==> src/rtl/joy_db15_pkg.sv <==
// Shared constants and types for the DB15 pad-chain responder.
// Frame layout: player 1 in bits 0-11, player 2 in bits 12-23.
package joy_db15_pkg;

  localparam int FRAME_BITS  = 24;
  localparam int PLAYER_BITS = 12;

  localparam int BTN_RIGHT  = 0;
  localparam int BTN_LEFT   = 1;
  localparam int BTN_DOWN   = 2;
  localparam int BTN_UP     = 3;
  localparam int BTN_A      = 4;
  localparam int BTN_B      = 5;
  localparam int BTN_C      = 6;
  localparam int BTN_D      = 7;
  localparam int BTN_E      = 8;
  localparam int BTN_F      = 9;
  localparam int BTN_START  = 10;
  localparam int BTN_SELECT = 11;

  typedef logic [PLAYER_BITS-1:0] joy_db15_t;
  typedef logic [FRAME_BITS-1:0]  joy_frame_t;

endpackage

==> src/rtl/joy_db15_responder_sync_edge.sv <==
// N-stage synchroniser for an asynchronous pin with level and edge outputs.
// The edge detector adds one flop, so a pin edge shows on rise/fall after STAGES clocks.
module sync_edge #(
  parameter int   STAGES    = 2,
  parameter logic RESET_VAL = 1'b1
) (
  input  logic clk,
  input  logic reset_n,
  input  logic din,
  output logic level,
  output logic rise,
  output logic fall
);

  logic [STAGES-1:0] sync_reg;
  logic              prev_reg;

  always_ff @(posedge clk or negedge reset_n) begin
    if (!reset_n) begin
      sync_reg <= {STAGES{RESET_VAL}};
      prev_reg <= RESET_VAL;
    end else begin
      sync_reg <= {sync_reg[STAGES-2:0], din};
      prev_reg <= sync_reg[STAGES-1];
    end
  end

  assign level = sync_reg[STAGES-1];
  assign rise  = level & ~prev_reg;
  assign fall  = ~level & prev_reg;

endmodule

==> src/rtl/joy_db15_responder.sv <==
// Device-side emulation of the DB15 splitter's 24-bit shift chain, answering
// a joy_db15 reader's JOY_LOAD/JOY_CLK strobes with active-low button data.
module joy_db15_responder
  import joy_db15_pkg::*;
#(
  parameter int          SYNC_STAGES = 2,
  parameter logic [23:0] IDLE_CYCLES = 24'd4_800_000
) (
  input  logic                   clk,
  input  logic                   reset_n,
  input  logic [PLAYER_BITS-1:0] joy1_in,
  input  logic [PLAYER_BITS-1:0] joy2_in,
  input  logic                   joy_load_in,
  input  logic                   joy_clk_in,
  output logic                   joy_data_out,
  output logic                   frame_strobe,
  output logic [4:0]             bit_count,
  output logic                   idle
);

  logic load_level, load_fall;
  logic clk_rise;

  sync_edge #(.STAGES(SYNC_STAGES), .RESET_VAL(1'b1)) u_load_sync (
    .clk     (clk),
    .reset_n (reset_n),
    .din     (joy_load_in),
    .level   (load_level),
    .rise    (),
    .fall    (load_fall)
  );

  sync_edge #(.STAGES(SYNC_STAGES), .RESET_VAL(1'b1)) u_clk_sync (
    .clk     (clk),
    .reset_n (reset_n),
    .din     (joy_clk_in),
    .level   (),
    .rise    (clk_rise),
    .fall    ()
  );

  // Parallel-load image: buttons are active-low on the wire.
  joy_frame_t load_word;
  genvar gi;
  generate
    for (gi = 0; gi < PLAYER_BITS; gi++) begin : g_load_word
      assign load_word[gi]               = ~joy1_in[gi];
      assign load_word[gi + PLAYER_BITS] = ~joy2_in[gi];
    end
  endgenerate

  joy_frame_t  shreg_reg, shreg_next;
  logic [4:0]  bit_count_reg, bit_count_next;
  logic        strobe_reg, strobe_next;
  logic [23:0] idle_cnt_reg, idle_cnt_next;

  always_comb begin
    shreg_next     = shreg_reg;
    bit_count_next = bit_count_reg;
    strobe_next    = 1'b0;
    idle_cnt_next  = idle_cnt_reg;

    // Load is transparent while low and overrides any coincident clock edge.
    if (!load_level) begin
      shreg_next     = load_word;
      bit_count_next = 5'd0;
    end else if (clk_rise) begin
      shreg_next = {1'b1, shreg_reg[FRAME_BITS-1:1]};
      if (bit_count_reg < 5'(FRAME_BITS)) begin
        bit_count_next = bit_count_reg + 5'd1;
        strobe_next    = (bit_count_reg == 5'(FRAME_BITS - 1));
      end
    end

    if (load_fall) begin
      idle_cnt_next = 24'd0;
    end else if (idle_cnt_reg != IDLE_CYCLES) begin
      idle_cnt_next = idle_cnt_reg + 24'd1;
    end
  end

  always_ff @(posedge clk or negedge reset_n) begin
    if (!reset_n) begin
      shreg_reg     <= '1;
      bit_count_reg <= 5'd0;
      strobe_reg    <= 1'b0;
      idle_cnt_reg  <= IDLE_CYCLES;
    end else begin
      shreg_reg     <= shreg_next;
      bit_count_reg <= bit_count_next;
      strobe_reg    <= strobe_next;
      idle_cnt_reg  <= idle_cnt_next;
    end
  end

  assign joy_data_out = shreg_reg[0];
  assign frame_strobe = strobe_reg;
  assign bit_count    = bit_count_reg;
  assign idle         = (idle_cnt_reg == IDLE_CYCLES);

endmodule

==> config.mk <==
export PLATFORM = sky130hd
export DESIGN_NAME = joy_db15_responder
export DESIGN_NICKNAME = d
export VERILOG_FILES = /design/src/rtl/joy_db15_pkg.sv /design/src/rtl/joy_db15_responder_sync_edge.sv /design/src/rtl/joy_db15_responder.sv
export SDC_FILE = /design/constraint.sdc
export NUM_CORES = 1
export LEC_CHECK = 0
export ABC_CLOCK_PERIOD_IN_PS = 2500
export BUFFER_PORTS_ARGS = -buffer_cell sky130_fd_sc_hd__buf_2
export CAP_MARGIN = 20
export CORE_ASPECT_RATIO = 1.4
export CORE_MARGIN = 2
export CORE_UTILIZATION = 57
export DETAILED_ROUTE_END_ITERATION = 16
export GPL_ROUTABILITY_DRIVEN = 0
export HOLD_SLACK_MARGIN = 0.15
export PLACE_DENSITY = 0.79
export SYNTH_ARGS = -nofsm -noshare
export SYNTH_HDL_FRONTEND = slang
export SYNTH_SLANG_ARGS = --single-unit
==> constraint.sdc <==
create_clock -name clk -period 2.5 [get_ports clk]
set_clock_uncertainty 0.05 [all_clocks]
set_input_delay 0.5 -clock clk [delete_from_list [all_inputs] [get_ports clk]]
set_output_delay 0.5 -clock clk [all_outputs]
set_load 0.03 [all_outputs]
# Word level (Yosys, flattened, before mapping)
# Index checks and enable logic that the tools add are counted.
[totals]
register_bits = 60
elab_cells = 56
in_bits = 28
output_inout_bits = 8
[classes]
n_lt_le_gt_ge = 1
muxes = 10
n_reduce_logical = 2
bitwise = 28
addsub = 2
eq_ne = 5
[ops]
columns = ["op", "count"]
rows = [
  ["24-bit 2-to-1 mux", 4],
  ["1-bit NOT", 26],
  ["24-bit by 1-bit adder with 24-bit output, second input constant", 1],
  ["24-bit by 23-bit equality test with 1-bit output, second input constant", 1],
  ["24-bit by 23-bit != test with 1-bit output, second input constant", 1],
  ["5-bit 2-to-1 mux", 3],
  ["5-bit by 1-bit adder with 5-bit output, second input constant", 1],
  ["5-bit equality test, second input constant", 1],
  ["5-bit < comparator, second input constant", 1],
  ["2-bit != test, second input constant", 2],
  ["1-bit 2-to-1 mux", 3],
  ["1-bit AND", 2],
  ["2-bit AND reduction", 1],
  ["2-bit nonzero test", 1],
]

# Logic depth before layout (Yosys ltp)
# Gate-level depths: netlist of the first run.
[logic_depth]
word_depth = 4
mapped_depth = 6
depth_no_buf = 6

# Modules after synthesis
# From an unflattened synthesis of the first run, not the netlist that was laid out.
[unflattened]
hier_cells = 279
hier_area_um2 = 2911.5
[by_module_without_submodules]
columns = ["mod", "instances", "area_per_inst_um2", "cells_each"]
rows = [
  ["joy_db15_responder", 1, 2723.9, 269],
  ["sync_edge", 2, 93.8, 5],
]

# Least setup slack after synthesis of the first run
# No wires, ideal clock.
[synth_timing]
kind = "flip-flop to output port"
from = "register idle_cnt_reg[16]"
to = "output idle"
slack_ns = -0.069
n_path_buf = 0
t_arrival_ns = 2.019
required_ns = 1.950
stages_incl_launch_ff = 3
cell_sequence = "dfstp_2 or4b_1 nor4_1"
[synth_between]
elab_chain_len = 1
[synth_rtl]
columns = ["element", "line_no", "text"]
rows = [
  ["start, declared", "joy_db15_responder.sv:55", "logic [23:0] idle_cnt_reg, idle_cnt_next;"],
  ["start signal, assigned", "joy_db15_responder.sv:92", "idle_cnt_reg <= idle_cnt_next;"],
  ["24-bit by 23-bit equality test with 1-bit output", "joy_db15_responder.sv:99", "assign idle = (idle_cnt_reg == IDLE_CYCLES);"],
  ["end, declared", "joy_db15_responder.sv:18", "output logic idle"],
]
# No other way between the ends.

# Final worst setup path of the first run
# Ends and elaborated chain as after synthesis.

==> results of run 1 <==
==> cells by family after synthesis <==
group / count (synthesis) / synth area share
fa+ha+maj: 3 / 0.01315
compound gates: 50 / 0.09071
flops: 60 / 0.5425
mux: 1 / 0.003506
simple gates: 152 / 0.2748
xor+xnor: 14 / 0.04295
buf+inv: 24 / 0.03243
==> routing by layer <==
layer | routed length [um] | GRT usage | share of wire | up-vias
li1 | - | - | - | 1124
met1 | 2376 | 0.2775 | 0.41 | 1130
met2 | 3107 | 0.3674 | 0.54 | 48
met3 | 230 | 0.06170 | 0.040 | 9
met4 | 72 | 0.1087 | 0.012 | 0
met5 | 0 | 0 | 0 | -
==> worst max path at each step <==
stage                                       startpoint                            to  slack [ns]
final                     idle_cnt_reg[16]$_DFFE_PN1P_                          idle        0.06
after CTS                 idle_cnt_reg[16]$_DFFE_PN1P_                          idle       0.002
after global placement    idle_cnt_reg[16]$_DFFE_PN1P_                          idle        0.38
after floorplan           idle_cnt_reg[16]$_DFFE_PN1P_                          idle        0.25
after global routing       idle_cnt_reg[0]$_DFFE_PN0P_                          idle       -0.02
after detailed placement  idle_cnt_reg[10]$_DFFE_PN1P_  idle_cnt_reg[23]$_DFFE_PN0P_        0.28
==> critical path, delay by kind of cell, from the launching register on <==
family,cells,cell delay (ns)
DFF,1,0.58
buffers and inverters,1,0.17
and+or+nand+nor,2,0.81
==> synthesized netlist by cell type <==
cell type / number
nand2_1: 55
dfstp_2: 38
a21oi_1: 37
and3_1: 25
dfrtp_1: 22
nor2_1: 16
clkbuf_1: 15
nand3_1: 13
or3_1: 10
o21ai_1: 9
nor3_1: 8
xnor2_1: 8
inv_1: 7
nor4_1: 6
xor2_1: 6
nand4_1: 5
ha_1: 3
buf_2: 2
nand2b_1: 2
nor2b_1: 2
or4_1: 2
or4b_1: 2
a211oi_1: 1
a41oi_1: 1
and3_2: 1
and4_1: 1
and4_2: 1
mux2i_1: 1
nand4_4: 1
nor3b_1: 1
nor4bb_1: 1
o211ai_1: 1
o21ai_0: 1
==> where the power goes <==
group	switching [mW]	total [mW]	internal [mW]
clock network	0.346	0.814	0.467
logic	0.142	0.250	0.107
registers	0.0779	1.15	1.07
==> stage by stage <==
| step | util | TNS [ns] | total power, mW | cells |
|---|---|---|---|---|
| after floorplan | - | 0 | 1.304 | 304 |
| after global placement | 0.6408 | 0 | 1.387 | 391 |
| after detailed placement | 0.6408 | 0 | 1.398 | 391 |
| after CTS | 0.6824 | 0 | 2.224 | 408 |
| after global routing | 0.6930 | -0.02367 | 2.325 | 408 |
| final | 0.6930 | 0 | 2.216 | 408 |
==> what timing repair did <==
| action | in CTS | in global routing |
|---|---|---|
| gates resized for setup | 0 | 11 |
| hold buffers | 1 | 0 |
| setup buffers | 0 | 0 |
| setup endpoints to repair | 0 | 1 |
| endpoints found under the hold margin | 22 | 0 |
==> final cells by class <==
cell class / count / area, um2
sequential: 60 / 1550
inverter: 7 / 26.28
tap: 64 / 80.08
clock inverter: 1 / 5.005
timing repair buffer: 41 / 241.5
fill: 362 / 1486
multi-input combinational: 220 / 1266
clock buffer: 15 / 186.4
==> reports/results.ini, run 1 <==
[outcome]
outcome = completed

[synth]
ys_types = 33
synth_area_leaders = dfstp_2, dfrtp_1, nand2_1
ys_seq_area_frac = 0.5425
netlist_area_um2 = 2855
ys_warn_count = 0
yosysTopAreaCellShare = 0.3497
netlist_instances = 304
synth_top_cell_by_area = dfstp_2
synth-seq-cells = 60
avgSynthCellArea_um2 = 9.392
syn-num-nets = 335

[final_layout]
final_common_cell = nand2_1
finish.instance_area_um2 = 3356
diodes = 0
area_growth_pct = 17.53
nNetsFinal = 370
drive_above_1_share = 0.2994
final_cell_mix = nand2_1, dfstp_2, a21oi_1

[worst_setup_path]
rr_worst_depth = 4
cp-start-kind = flip-flop
worstSetupPathType = reg -> out
r2r_setup_slack_ns = 0.23
r2r-start = idle_cnt_reg[10]$_DFFE_PN1P_
crit_arrival_ns = 1.89
max_stage_delay_ns = 0.58
r2r_end = idle_cnt_reg[23]$_DFFE_PN0P_
worstPathRequired_ns = 1.95
cp-end-kind = primary output
cp_max_fo = 7
crit_chain = or4b_4 > nor4_4 > buf_6
crit_slowest_cell = dfstp_2

[route]
dr.pass1.iters = 4
ant_nets = 0
drc_errors = 0
wire_per_inst_um = 14.18
viasPerCell = 5.664
num_vias = 2311
wl_um = 5786
drtIter0Drc = 232

[sta]
max_freq_mhz = 409.5
setup_ws_ns = 0.05809
worst_slew_pin_slew_ns = 0.9335
hold_viol = 0
slew_headroom = 0.3770
whs_ns = 0.2138
setup_violations = 0
fin_crit_ns = 2.442
slew_violations = 0
fin_crit_sh = 0.9768

[placement]
dp_hpwl_um = 3633
placed_cell_area_um2 = 3103
port-buffer-count = 35
pre_cts_slack_ns = 0.2763

[hold_path]
whs_path_depth = 1
hp-class = in -> reg
min_to = u_clk_sync.sync_reg[0]$_DFF_PN1_
min_from = joy_clk_in

[die]
core_region_area_um2 = 4842
die_x_um = 63.82
die-area_um2 = 5599
initial_utilization = 0.5897
fp.dieH_um = 87.74
pin_count = 36
row_count = 30

[global_routing]
track_usage = 0.2251
grt_max_degree = 61
grt_pass1_wl_um = 9694
first_global_vias = 2183
antenna_found_initial = 0
grt-ovfl-total = 0

[clock_network]
cts_root_buf = clkbuf_8
clkLatencyLatePin_ns = 0.34
cts-buffers-inserted = 9
cts_tree = built
path_clk_slew_ns = 0.06
cts_buffer_depth = 2
h-tree-depth = 3
clock_sinks = 60

[flow_run]
drv_cap = 0

[pwr]
ir_worst_vdd_v = 0.0003146
power_density_nw_per_um2 = 660.2
p_leak_nw = 1.484

Note: power is estimated with default switching activity, not from simulation.
==> run 2, diff against run 1 <==
--- a/config.mk
+++ b/config.mk
@@ -9,12 +9,13 @@
 export BUFFER_PORTS_ARGS = -buffer_cell sky130_fd_sc_hd__buf_2
 export CAP_MARGIN = 20
 export CORE_ASPECT_RATIO = 1.4
-export CORE_MARGIN = 2
-export CORE_UTILIZATION = 57
+export CORE_UTILIZATION = 60
+export CTS_BUF_LIST = sky130_fd_sc_hd__clkbuf_2
 export DETAILED_ROUTE_END_ITERATION = 16
 export GPL_ROUTABILITY_DRIVEN = 0
 export HOLD_SLACK_MARGIN = 0.15
-export PLACE_DENSITY = 0.79
+export MAX_ROUTING_LAYER = met4
+export PLACE_DENSITY = 0.82
 export SYNTH_ARGS = -nofsm -noshare
 export SYNTH_HDL_FRONTEND = slang
 export SYNTH_SLANG_ARGS = --single-unit
==> run 2 against run 1 <==
Compared with the run above:
- the flow now finishes with violations (setup timing)
- largest power group unchanged
- highest routed layer unchanged
- hold slack improved by 0.086 ns
- register-to-register slack is essentially flat
- non-clock buffer count up 34
- via count up 5.8%
- fmax is 2.4% lower
- flip-flop and latch count unchanged
- critical path type unchanged
- final cell count increased by 7.8%
- critical endpoint unchanged
- combinational power increased by 28%
- wire length increased by 11%
- worst setup slack got worse by 0.061 ns
==> reports/results.ini, run 2 (synthesis results as in run 1) <==
[outcome]
outcome = finished, violations left
violations = setup timing

[global_routing]
grt-ovfl-total = 0  ; unchanged
use_met2 = 0.4905  ; +0.1231
first_global_vias = 2522  ; +16%
grt-busiest-layer = met2
grt_pass1_wl_um = 10550  ; +8.8%
met3_usage = 0.04806  ; -0.01363
track_usage = 0.2838  ; +0.05870
grt_max_degree = 37  ; -39%
use_met1 = 0.3021  ; +0.02461
antenna_found_initial = 0  ; unchanged

[clock_network]
cts_buffer_depth = 2  ; unchanged
h-tree-depth = 3  ; unchanged
cts_tree = built
cts-buffers-inserted = 9  ; unchanged
clkLatencyLatePin_ns = 0.49  ; +0.15 ns
path_clk_slew_ns = 0.19  ; +0.13 ns
clock_sinks = 60  ; unchanged
cts_root_buf = clkbuf_2

[hold_path]
hp-class = reg -> reg

[sta]
max_freq_mhz = 399.6  ; -2.4%
rsz0062_at_grt = true
fin_crit_sh = 1.001  ; +0.02425
whs_ns = 0.2997  ; +0.08587 ns
fin_crit_ns = 2.503  ; +0.06062 ns
setup_violations = 1  ; +1
slew_violations = 0  ; unchanged
worst_slew_pin_slew_ns = 0.5589  ; -0.3746 ns
setup_tns_ns = -0.002527  ; -0.002527 ns
slew_headroom = 0.6274  ; +0.2504
setup_ws_ns = -0.002527  ; -0.06062 ns
hold_viol = 0  ; unchanged

[pwr]
swShare = 0.2906  ; +0.03500
seq_power_share = 0.558  ; +0.038
switching_power_mw = 0.5970  ; +5.4%
power_density_nw_per_um2 = 570.1  ; -14%
p_comb_frac = 0.156  ; +0.043
ir_worst_vdd_v = 0.0004670  ; +48%
clock_power_share = 0.287  ; -0.080
power.internal_mw = 1.457  ; -12%
p_leak_nw = 1.608  ; +8.4%

[worst_setup_path]
cp-end-kind = primary output
worstSetupPathType = reg -> out
worstPathRequired_ns = 1.95  ; about the same
crit_arrival_ns = 1.95  ; +0.06 ns
cp_max_fo = 2  ; -5
cp-start-kind = flip-flop

[route]
ant_nets = 0  ; unchanged
drc_errors = 0  ; unchanged
dr.pass1.iters = 4  ; unchanged
viasPerCell = 5.559  ; -1.9%
num_vias = 2446  ; +5.8%
wire_per_inst_um = 14.58  ; +2.8%
wl_um = 6416  ; +11%
drtIter0Drc = 147  ; -37%

[die]
core_region_area_um2 = 4536  ; -6.3%
die-area_um2 = 5042  ; -9.9%
pin_count = 36  ; unchanged
die_x_um = 60.30  ; -5.5%
row_count = 29  ; -3.3%
fp.dieH_um = 83.62  ; -4.7%
initial_utilization = 0.6295  ; +0.03985

[placement]
pre_cts_slack_ns = 0.3239  ; +0.04758 ns
dp_hpwl_um = 3712  ; +2.2%
port-buffer-count = 35  ; unchanged

[final_layout]
diodes = 0  ; unchanged
area_growth_pct = 26.21
final_common_cell = nand2_1
nNetsFinal = 404  ; +9.2%
n_fill_cell = 267  ; -26%
drive_above_1_share = 0.2937  ; -0.005768
final_cell_mix = nand2_1, dfstp_2, a21oi_1

[flow_run]
drv_cap = 0  ; unchanged

## run 2: changes by cell type in the layout (fill, tap and decap cells not counted), sizes merged
| cell | delta |
|---|---|
| clkbuf | -5 |
| bufinv | +1 |
| clkinvlp | +1 |
| clkinv | +3 |
| dlygate4sd3 | +26 |
| buf | +8 |
## run 2: layout make-up
class,count,area [um2],share of cell area
multi-input cells,220,1282,0.3559
well taps,62,77.57,0.02153
flip-flops and latches,60,1549,0.4299
inverters,7,26.28,0.007292
clock inverters,6,56.30,0.01562
repair buffers,75,561.8,0.1559
clock buffers,10,50.05,0.01389
## run 2: final timing paths
path,slack [ns],start,cells past startpoint,endpoint
max,-0.003,idle_cnt_reg[19]$_DFFE_PN1P_,4,idle
min,0.30,u_clk_sync.sync_reg[1]$_DFF_PN1_,0,u_clk_sync.prev_reg$_DFF_PN1_
max reg2reg,0.24,idle_cnt_reg[0]$_DFFE_PN0P_,7,idle_cnt_reg[20]$_DFFE_PN0P_
min reg2reg,0.30,u_clk_sync.sync_reg[1]$_DFF_PN1_,0,u_clk_sync.prev_reg$_DFF_PN1_
max in group asynchronous,1.29,reset_n,3,shreg_reg[12]$_DFFE_PN1P_
min in group asynchronous,0.45,reset_n,2,bit_count[3]$_DFFE_PN0P_
## run 2: through the flow
stage / instance area [um2] / utilization / power (mW) / std cells
floorplan: 2861 / - / 1.304 / 304
global placement: 3105 / 0.6847 / 1.387 / 390
detailed placement: 3105 / 0.6847 / 1.395 / 390
CTS: 3586 / 0.7906 / 2.041 / 439
global route: 3603 / 0.7945 / 2.141 / 440
finish: 3603 / 0.7945 / 2.054 / 440
## run 2: timing repair
action                                 CTS  global route
gates resized for setup                 10             2
pin swaps                                2             0
endpoints found under the hold margin   37             0
setup endpoints to repair                1             1
hold buffers                            27             0
buffers inserted                         6             1
## run 2: routing by layer
metal,vias to the layer above,routed length [um]
li1,1201,-
met1,1185,2645
met2,46,3426
met3,14,205
met4,0,139
met5,-,0
## run 2: power groups by stage
stage | clock (mW) | combinational [mW] | sequential [mW]
4_1_cts | 0.592 | 0.306 | 1.14
5_1_grt | 0.628 | 0.357 | 1.16
2_1_floorplan | 0 | 0.166 | 1.14
3_3_place_gp | 0 | 0.230 | 1.16
6_report | 0.589 | 0.320 | 1.15
3_5_place_dp | 0 | 0.236 | 1.16
## run 2: worst max-delay path, stage by stage, from the launching register on
cell	delay [ns]
dfstp_2	0.57
nor4bb_4	0.31
nand3_2	0.14
nor4_4	0.30
buf_6	0.17
==> run 3, diff against run 2 <==
--- a/config.mk
+++ b/config.mk
@@ -8,7 +8,7 @@
 export ABC_CLOCK_PERIOD_IN_PS = 2500
 export BUFFER_PORTS_ARGS = -buffer_cell sky130_fd_sc_hd__buf_2
 export CAP_MARGIN = 20
-export CORE_ASPECT_RATIO = 1.4
+export CORE_ASPECT_RATIO = 2
 export CORE_UTILIZATION = 60
 export CTS_BUF_LIST = sky130_fd_sc_hd__clkbuf_2
 export DETAILED_ROUTE_END_ITERATION = 16
@@ -16,6 +16,7 @@
 export HOLD_SLACK_MARGIN = 0.15
 export MAX_ROUTING_LAYER = met4
 export PLACE_DENSITY = 0.82
+export SLEW_MARGIN = 15
 export SYNTH_ARGS = -nofsm -noshare
 export SYNTH_HDL_FRONTEND = slang
 export SYNTH_SLANG_ARGS = --single-unit
==> constraint.sdc (replaced) <==
create_clock -name clk -period 2.5 [get_ports clk]
set_clock_uncertainty 0.05 [all_clocks]
set_input_delay 0.25 -clock clk [delete_from_list [all_inputs] [get_ports clk]]
set_output_delay 0.25 -clock clk [all_outputs]
set_load 0.03 [all_outputs]
==> run 3 against run 2 <==
Compared with the run above:
- the flow now finishes without violations
- wire length up 7.1%
- utilization down 3.8 points
- sequential share of layout area up 1.6 points
- critical path depth down 1
- fmax up 5.8%
- first-iteration DRC count down 54%
- flip-flop and latch count unchanged
- global-route usage up 3.4 points
- die area up 0.26%
==> reports/results.ini, run 3 (synthesis results as in run 1) <==
[clock_network]
cts_root_buf = clkbuf_2
path_clk_slew_ns = 0.16  ; -0.03 ns
clkLatencyLatePin_ns = 0.47  ; -0.02 ns
cts_buffer_depth = 2  ; unchanged
h-tree-depth = 3  ; unchanged
clock_sinks = 60  ; unchanged
cts-buffers-inserted = 9  ; unchanged
cts_tree = built

[die]
pin_count = 36  ; unchanged
row_count = 35  ; +21%
die-area_um2 = 5055  ; +0.26%
fp.dieH_um = 99.56  ; +19%
initial_utilization = 0.6210  ; -0.008565
core_region_area_um2 = 4598  ; +1.4%
die_x_um = 50.78  ; -16%

[sta]
worst_slew_pin_slew_ns = 0.4295  ; -0.1295 ns
rsz0062_at_grt = false
hold_viol = 0  ; unchanged
slew_headroom = 0.7127  ; +0.08536
slew_violations = 0  ; unchanged
fin_crit_ns = 2.364  ; -0.1380 ns
max_freq_mhz = 422.9  ; +5.8%
setup_violations = 0  ; -1
setup_tns_ns = 0  ; +0.002527 ns
fin_crit_sh = 0.9458  ; -0.05521

[hold_path]
min_from = u_clk_sync.sync_reg[0]$_DFF_PN1_
min_to = u_clk_sync.sync_reg[1]$_DFF_PN1_
hp-class = reg -> reg
whs_path_depth = 0  ; unchanged

[final_layout]
nNetsFinal = 400  ; -0.99%
area_growth_pct = 21.78
diodes = 0  ; unchanged
layout.cells.non_filler = 429  ; -2.5%
drive_above_1_share = 0.2754  ; -0.01825
final_common_cell = nand2_1
final_cell_mix = nand2_1, dfstp_2, a21oi_1

[placement]
dp.cells = 384  ; -1.5%
dp_hpwl_um = 4245  ; +14%
port-buffer-count = 35  ; unchanged

[global_routing]
antenna_found_initial = 0  ; unchanged
grt_pass1_wl_um = 11410  ; +8.1%
grt-ovfl-total = 0  ; unchanged
track_usage = 0.3174  ; +0.03356
grt_max_degree = 31  ; -16%
first_global_vias = 2540  ; +0.71%

[worst_setup_path]
r2r_end = idle_cnt_reg[23]$_DFFE_PN0P_
r2r-start = idle_cnt_reg[10]$_DFFE_PN1P_
worstSetupPathType = reg -> out
cp_max_fo = 7  ; +5
rr_worst_depth = 4  ; -3
crit_arrival_ns = 2.06  ; +0.11 ns
cp-end-kind = primary output
worstPathRequired_ns = 2.20  ; +0.25 ns
r2r_setup_slack_ns = 0.32  ; +0.08 ns
cp-start-kind = flip-flop

[route]
wire_per_inst_um = 16.02  ; +9.9%
viasPerCell = 5.844  ; +5.1%
dr.pass1.iters = 4  ; unchanged
wl_um = 6874  ; +7.1%
num_vias = 2507  ; +2.5%
ant_nets = 0  ; unchanged
drtIter0Drc = 68  ; -54%
drc_errors = 0  ; unchanged

[pwr]
p_total_mw = 1.894  ; -7.8%
power_density_nw_per_um2 = 544.7  ; -4.5%
p_leak_nw = 1.549  ; -3.7%
ir_worst_vdd_v = 0.0003960  ; -15%

[outcome]
outcome = completed

[flow_run]
drv_cap = 0  ; unchanged

==> run 3: changes by cell type in the layout (fill, tap and decap cells not counted), sizes merged <==
cell         change
buf              -5
clkbuf           +2
bufinv           -1
clkinvlp         -1
dlygate4sd3      +1
==> run 3: how the worst max path moves through the flow <==
stage / from / end / cells past startpoint
2_1_floorplan: idle_cnt_reg[16]$_DFFE_PN1P_ / idle / 2
3_3_place_gp: idle_cnt_reg[10]$_DFFE_PN1P_ / idle_cnt_reg[23]$_DFFE_PN0P_ / 4
3_5_place_dp: idle_cnt_reg[10]$_DFFE_PN1P_ / idle_cnt_reg[23]$_DFFE_PN0P_ / 4
4_1_cts: idle_cnt_reg[16]$_DFFE_PN1P_ / idle / 3
5_1_grt: idle_cnt_reg[16]$_DFFE_PN1P_ / idle / 3
6_report: idle_cnt_reg[16]$_DFFE_PN1P_ / idle / 3
==> run 3: power by group <==
| part | switching [mW] | internal [mW] |
|---|---|---|
| combinational | 0.153 | 0.131 |
| sequential | 0.0738 | 1.07 |
| clock | 0.328 | 0.134 |
==> run 3: timing repair <==
item,in CTS,in global routing
setup buffers,0,1
hold buffers,28,0
setup endpoints to repair,0,1
gates resized for setup,0,5
endpoints found under the hold margin,57,0
==> run 3: per-layer routing <==
metal / wire, um / vias to the layer above / GRT usage
met2: 3972 / 74 / 0.5600
li1: - / 1182 / -
met1: 2487 / 1238 / 0.3138
met5: 0 / - / -
met4: 142 / 0 / 0.1410
met3: 272 / 13 / 0.08716
==> run 3: worst max-delay path, stage by stage (launching register included) <==
cell and delay [ns]:
dfstp_2 0.61, or4b_4 0.49, nor4_2 0.29, buf_4 0.21
==> run 3: metrics by stage <==
step	worst slack [ns]	hold WS [ns]	utilization	cell area, um2
2_1_floorplan	0.1814	-0.09559	-	2855
3_3_place_gp	0.3837	0.1440	0.6716	3088
3_5_place_dp	0.3528	0.1483	0.6716	3088
4_1_cts	0.07199	0.3073	0.7494	3446
5_1_grt	0.003538	0.3068	0.7562	3477
6_report	0.1355	0.3269	0.7562	3477
==> run 3: final cells by class <==
cell class                 count  area [um2]
inverter                       7       26.28
clock buffer                  12       60.06
fill                         329        1121
clock inverter                 4       17.52
timing repair buffer          71       518.0
multi-input combinational    220        1237
tap                           55       68.82
sequential                    60        1549
